$ cat config.mk
export PLATFORM = sky130hd
export DESIGN_NAME = spmv_merge_node
export DESIGN_NICKNAME = d
export VERILOG_FILES = /design/src/rtl/spmv_merge_node.sv
export SDC_FILE = /design/constraint.sdc
export NUM_CORES = 1
export LEC_CHECK = 0
export CAP_MARGIN = 30
export CORE_AREA = 2 2 184 186
export CTS_CLUSTER_DIAMETER = 150
export DETAILED_ROUTE_END_ITERATION = 6
export DIE_AREA = 0 0 186 188
export PLACE_DENSITY = 0.59
export SYNTH_ARGS = -nofsm -noshare
export SYNTH_HDL_FRONTEND = slang
export SYNTH_SLANG_ARGS = --single-unit
$ cat constraint.sdc
create_clock -name clk -period 10.07 [get_ports clk]
set_input_delay 2.014 -clock clk [delete_from_list [all_inputs] [get_ports clk]]
set_output_delay 2.014 -clock clk [all_outputs]
set_load 0.01 [all_outputs]
$ cat src/rtl/spmv_merge_node.sv
// rtl/spmv_merge_node.sv - two-input id-sorted merge/reduce node for the SpMV partial-product tree
//
// Merges two id-sorted (id, val) streams into one id-sorted stream. In merge-add mode (MODE=0)
// beats with equal ids are summed into a single beat. In merge-only mode (MODE=1) equal ids are
// emitted A first, then B. The output goes through a registered 2-entry skid FIFO.
//
// Ports:
//   clk, rst                      clock, asynchronous active-high reset
//   a_id/a_val/a_valid/a_last     stream A beat; a_ready high when A is consumed this cycle
//   b_id/b_val/b_valid/b_last     stream B beat; b_ready high when B is consumed this cycle
//   o_id/o_val/o_valid/o_last     merged output beat (head of the skid FIFO)
//   o_ready                       downstream accepts the output beat
module spmv_merge_node #(
  parameter int IN_WIDTH = 32,
  parameter int ID_WIDTH = 32,
  parameter int MODE     = 0,
  parameter int SIGNED   = 1
) (
  input  logic                clk,
  input  logic                rst,
  input  logic [ID_WIDTH-1:0] a_id,
  input  logic [IN_WIDTH-1:0] a_val,
  input  logic                a_valid,
  input  logic                a_last,
  output logic                a_ready,
  input  logic [ID_WIDTH-1:0] b_id,
  input  logic [IN_WIDTH-1:0] b_val,
  input  logic                b_valid,
  input  logic                b_last,
  output logic                b_ready,
  output logic [ID_WIDTH-1:0] o_id,
  output logic [IN_WIDTH-1:0] o_val,
  output logic                o_valid,
  output logic                o_last,
  input  logic                o_ready
);

  logic [1:0]          cnt_q, cnt_d;
  logic [ID_WIDTH-1:0] id0_q, id0_d, id1_q, id1_d;
  logic [IN_WIDTH-1:0] val0_q, val0_d, val1_q, val1_d;
  logic                last0_q, last0_d, last1_q, last1_d;
  logic                a_done_q, a_done_d, b_done_q, b_done_d;

  logic                slot, pop, push;
  logic                a_pres, b_pres, cons_a, cons_b, e_last;
  logic [ID_WIDTH-1:0] e_id;
  logic [IN_WIDTH-1:0] e_val, sum;

  // Both branches wrap modulo 2^IN_WIDTH; SIGNED only changes how the value is interpreted.
  generate
    if (SIGNED != 0) begin : g_sum_signed
      assign sum = $unsigned($signed(a_val) + $signed(b_val));
    end else begin : g_sum_unsigned
      assign sum = a_val + b_val;
    end
  endgenerate

  // slot comes from registered occupancy only, so o_ready never reaches a_ready/b_ready.
  assign slot   = (cnt_q != 2'd2);
  assign pop    = (cnt_q != 2'd0) && o_ready;
  assign a_pres = a_valid && !a_done_q;
  assign b_pres = b_valid && !b_done_q;

  always_comb begin
    cons_a = 1'b0;
    cons_b = 1'b0;
    e_id   = a_id;
    e_val  = a_val;
    if (slot && !rst) begin
      if (a_pres && b_pres) begin
        if ((a_id == b_id) && (MODE == 0)) begin
          cons_a = 1'b1;
          cons_b = 1'b1;
          e_val  = sum;
        end else if (a_id <= b_id) begin
          cons_a = 1'b1;
        end else begin
          cons_b = 1'b1;
          e_id   = b_id;
          e_val  = b_val;
        end
      end else if (a_pres && b_done_q) begin
        cons_a = 1'b1;
      end else if (b_pres && a_done_q) begin
        cons_b = 1'b1;
        e_id   = b_id;
        e_val  = b_val;
      end
    end
  end

  assign push    = cons_a || cons_b;
  assign a_ready = cons_a;
  assign b_ready = cons_b;

  // The emitted beat closes the merge when both streams are done after this cycle's consumption.
  assign e_last = (a_done_q || (cons_a && a_last)) && (b_done_q || (cons_b && b_last));

  always_comb begin
    a_done_d = a_done_q || (cons_a && a_last);
    b_done_d = b_done_q || (cons_b && b_last);
    if (push && e_last) begin
      a_done_d = 1'b0;
      b_done_d = 1'b0;
    end
  end

  // Shift-style skid FIFO: entry 0 is always the head presented on o_*.
  always_comb begin
    cnt_d   = cnt_q;
    id0_d   = id0_q;
    val0_d  = val0_q;
    last0_d = last0_q;
    id1_d   = id1_q;
    val1_d  = val1_q;
    last1_d = last1_q;
    case (cnt_q)
      2'd0: begin
        if (push) begin
          id0_d   = e_id;
          val0_d  = e_val;
          last0_d = e_last;
          cnt_d   = 2'd1;
        end
      end
      2'd1: begin
        if (push && pop) begin
          id0_d   = e_id;
          val0_d  = e_val;
          last0_d = e_last;
        end else if (pop) begin
          cnt_d = 2'd0;
        end else if (push) begin
          id1_d   = e_id;
          val1_d  = e_val;
          last1_d = e_last;
          cnt_d   = 2'd2;
        end
      end
      2'd2: begin
        if (pop) begin
          id0_d   = id1_q;
          val0_d  = val1_q;
          last0_d = last1_q;
          cnt_d   = 2'd1;
        end
      end
      default: cnt_d = 2'd0;
    endcase
  end

  always_ff @(posedge clk or posedge rst) begin
    if (rst) begin
      cnt_q    <= 2'd0;
      id0_q    <= '0;
      val0_q   <= '0;
      last0_q  <= 1'b0;
      id1_q    <= '0;
      val1_q   <= '0;
      last1_q  <= 1'b0;
      a_done_q <= 1'b0;
      b_done_q <= 1'b0;
    end else begin
      cnt_q    <= cnt_d;
      id0_q    <= id0_d;
      val0_q   <= val0_d;
      last0_q  <= last0_d;
      id1_q    <= id1_d;
      val1_q   <= val1_d;
      last1_q  <= last1_d;
      a_done_q <= a_done_d;
      b_done_q <= b_done_d;
    end
  end

  assign o_valid = (cnt_q != 2'd0);
  assign o_id    = id0_q;
  assign o_val   = val0_q;
  assign o_last  = last0_q;

endmodule
==> results.txt <==
* Outcome: complete, no violations
* Count of input and output buffers: 202
- Final Core Density: 0.388
- CTS tree: built
* Via count: about 10000
- The detailed router put a total of between 15000 and 20000 µm of wire on met1.
- Setup violations remaining at the end of the flow were counted as 0.
* CTS Hold Bufs: 0
- The core region is 33100 µm².
* I/O pin count: 203
- In this run the horizontal extent of the chip is 186 µm.
- Counting I/O delays and the setup requirement, the final critical path takes between 7 and 8 ns.
- Layout net count: 1553
* Number of storage elements in the synthesis netlist: 134
- Library cell occupying the most area in the post-synthesis netlist: dfrtp_1
- No sink is reached through more buffers than the 2 on the longest clock path.
* HPWL Detailed: about 26000 µm
- Entering global routing, the biggest net connects 90 pins.
- Of the post-synthesis cell area, the dominant cell type holds 0.342.
- Static leakage: 5.79 nW
* Last weighted congestion value of the routability-driven placer: 0.932
* Number of violations reported at the end of detailed-routing iteration 0: ~740
- Headroom to the max-slew limit: 0.391
- Fraction of synthesis flops using an asynchronous set or reset pin: 1.00
- Of the cells placed in the final design, the portion with a size suffix greater than 1 is 0.0556.
- Top cells by count, synth: 165 x nand2_1, 134 x dfrtp_1, 104 x o21ai_0, 98 x nor2_1, 79 x a21oi_1
- Max-cap violations in this run came to 0.
- STA classifies the critical path endpoint as an output pin.
* Root Driver: clkbuf_16
- Critical path class: in -> out
- Summed over all layers, the global routing overflow is 0.
* Effective utilization at floorplan: 0.296
- Data on the critical path is required at its endpoint by 8.06 ns.
- Synthesis produced a netlist whose cell count is 1189.
- Wire length of the first global-routing pass: between 50000 and 60000 µm
- Relative to the synthesized area, the layout overhead comes to 31.1%.
- Gates resized during post-CTS repair numbered 0.
- Final critical-path share of the clock period: 0.768
* Power per unit of standard cell area: roughly 220 nW/µm²
* Count of pins over their slew limit: 0
* Post-synth EDFFs: 0
- In this run the worst path has a maximum fanout of 11.
- Detail-routed via count per cell: 5.45
- The share of the Yosys chip area taken by registers is 0.342.
- The hold violation count in the final report is 0.
- Remaining routing DRC violations: 0
- At the later pin of the worst-skew pair, clock insertion delay measures 0.44 ns.
* Sort of element at the start of the critical path: input port
* Worst hold-check path type: reg -> reg
* Fin Hold WS: approximately 0.47 ns
- The clock net in this run drives a total of 134 sinks.
- After filler insertion, the fill cell instance count of the layout stands at about 3300.
- Detail Route Antenna Nets: 0
- Vertical extent of the die: 188 µm
- Cell types with the largest area share after synthesis: dfrtp_1 34%, ha_1 8.0%, nand2_1 6.3%
* Final TNS setup: 0 ns
* All-layer global routing usage: 0.199
* Area used by sequential logic in the layout: ~3400 µm²
- Routed length on met2: 16000 µm
* Number of buffers created by CTS: 17
- Averaged over all synthesized cells, the footprint is 8.25 µm².
- The floorplan step defined a die boundary enclosing 35000 µm².
- Flip-flop cell with the highest count after synthesis: dfrtp_1
- The worst-case IR drop observed on VDD is 130 µV.
* Syn_nets: 1388
- Rows: 67
- For the final database, setup skew stands at ~0.015 ns.
- Total number of H-tree levels: 4
- Clock slew at the register clock pins of the worst setup and hold paths: 0.08 ns
- Timing would allow up to 129 MHz.
* Met3 WL post-DR: 2220 µm
- During synthesis, Yosys emitted a total of 0 warnings.
* RSZ-0062 raised after global routing: no
- The cell area that synthesis handed to floorplanning was 9810 µm².
- After detailed routing, no signal wire sits above met4.
- For this block, the routed nets add up to about 35000 µm of wire.
- The initial antenna violation count came to 1.
- Wire length per cell: 19.2 µm
* Footprint of the multi-input gates: 5960 µm²
* Number of optimization iterations in the first detailed-route pass: 5
- For the pin with the worst max-slew slack, the measured transition is 0.910 ns.
- The number of global-route vias before repair is just under 10000.
- Leading cell type by number of instances after synthesis: nand2_1
* Post-CTS Setup Inserts: 0
- Library cells used by synthesis: 73
- Arrival time reported for the critical path endpoint: 5.72 ns
## final timing paths
check / to / start / depth (start not counted) / slack (ns)
worst max-delay path: a_ready / b_id[27] / 10 / 2.33
min in group asynchronous: o_val[30]$_DFFE_PP0P_ / rst / 2 / 2.41
worst min-delay path: o_val[18]$_DFFE_PP0P_ / o_val[18]$_DFFE_PP0P_ / 2 / 0.47
worst min register to register: o_val[18]$_DFFE_PP0P_ / o_val[18]$_DFFE_PP0P_ / 2 / 0.47
worst max register to register: o_id[5]$_DFFE_PP0P_ / cnt_q[1]$_DFFE_PP0P_ / 12 / 6.03
max in group asynchronous: val1_q[31]$_DFFE_PP0P_ / rst / 3 / 6.31
## routing by layer
metal  vias to the layer above  GRT usage
met1                      4773      0.262
li1                       4699          -
met5                         -          0
met4                         0     0.0778
met3                        60     0.0344
met2                       366      0.325
## where the power goes
| group | total (mW) | switching [mW] | internal (mW) |
|---|---|---|---|
| registers | 0.937 | 0.145 | 0.792 |
| logic | 1.28 | 0.678 | 0.600 |
| clock network | 0.638 | 0.286 | 0.352 |
| total | 2.85 | 1.11 | 1.74 |
## worst max-delay path, cell delays in order
cell             delay [ns]
clkdlybuf4s50_1        0.48
inv_1                  0.05
ha_1                   0.31
nand4_1                0.22
nor4_1                 0.67
and3_1                 0.65
a211oi_2               0.14
nor3_1                 0.40
a21o_1                 0.18
clkdlybuf4s50_1        0.60
## cell usage in the layout (no fill, tap or decap), types with 9 or more instances in the layout
cell type and n:
a221oi_1 13, a21oi_1 78, clkbuf_16 17, o21ai_0 104, ha_1 63, a21o_1 48, buf_4 9, nand3_1 43
o22ai_1 14, nand4_1 10, a31oi_1 16, nand2_1 165, and3_1 10, a211oi_1 42, xnor2_1 11, inv_1 54
o211ai_1 16, o21a_1 11, mux2i_1 39, clkdlybuf4s50_1 202, dfrtp_1 134, nor2_1 97, nor3_1 16
## state kept, by name, indices dropped and copies added, names as in the netlist
name / count
id1_q: 32
o_id: 32
o_val: 32
val1_q: 32
cnt_q: 2
a_done_q: 1
b_done_q: 1
last1_q: 1
o_last: 1
## through the flow
stage | setup slack (ns) | power (mW) | instance area, µm² | cells
floorplan | 1.83 | 1.66 | 9810 | 1189
global placement | 2.34 | 2.20 | 12200 | 1779
detailed placement | 2.30 | 2.23 | 12200 | 1782
CTS | 2.29 | 2.88 | 12800 | 1814
global route | 2.12 | 3.06 | 12900 | 1816
finish | 2.33 | 2.85 | 12900 | 1816
## cell type report
class / count / area share
inverter: 55 / 0.0164
multi-input combinational: 931 / 0.463
antenna: 1 / 0.000195
clock buffer: 17 / 0.0331
timing repair buffer: 215 / 0.170
tap: 448 / 0.0436
clock inverter: 15 / 0.0127
sequential: 134 / 0.261
## cells by family after synthesis
logic type,share of synthesized area
adder cells (fa/ha/maj),0.0834
XOR/XNOR,0.0143
multiplexers,0.0409
AND/OR/NAND/NOR,0.177
flip-flops,0.342
AO/OA/AOI/OAI,0.289
buffers and inverters,0.0536
Power figures use the tool's default switching activity.
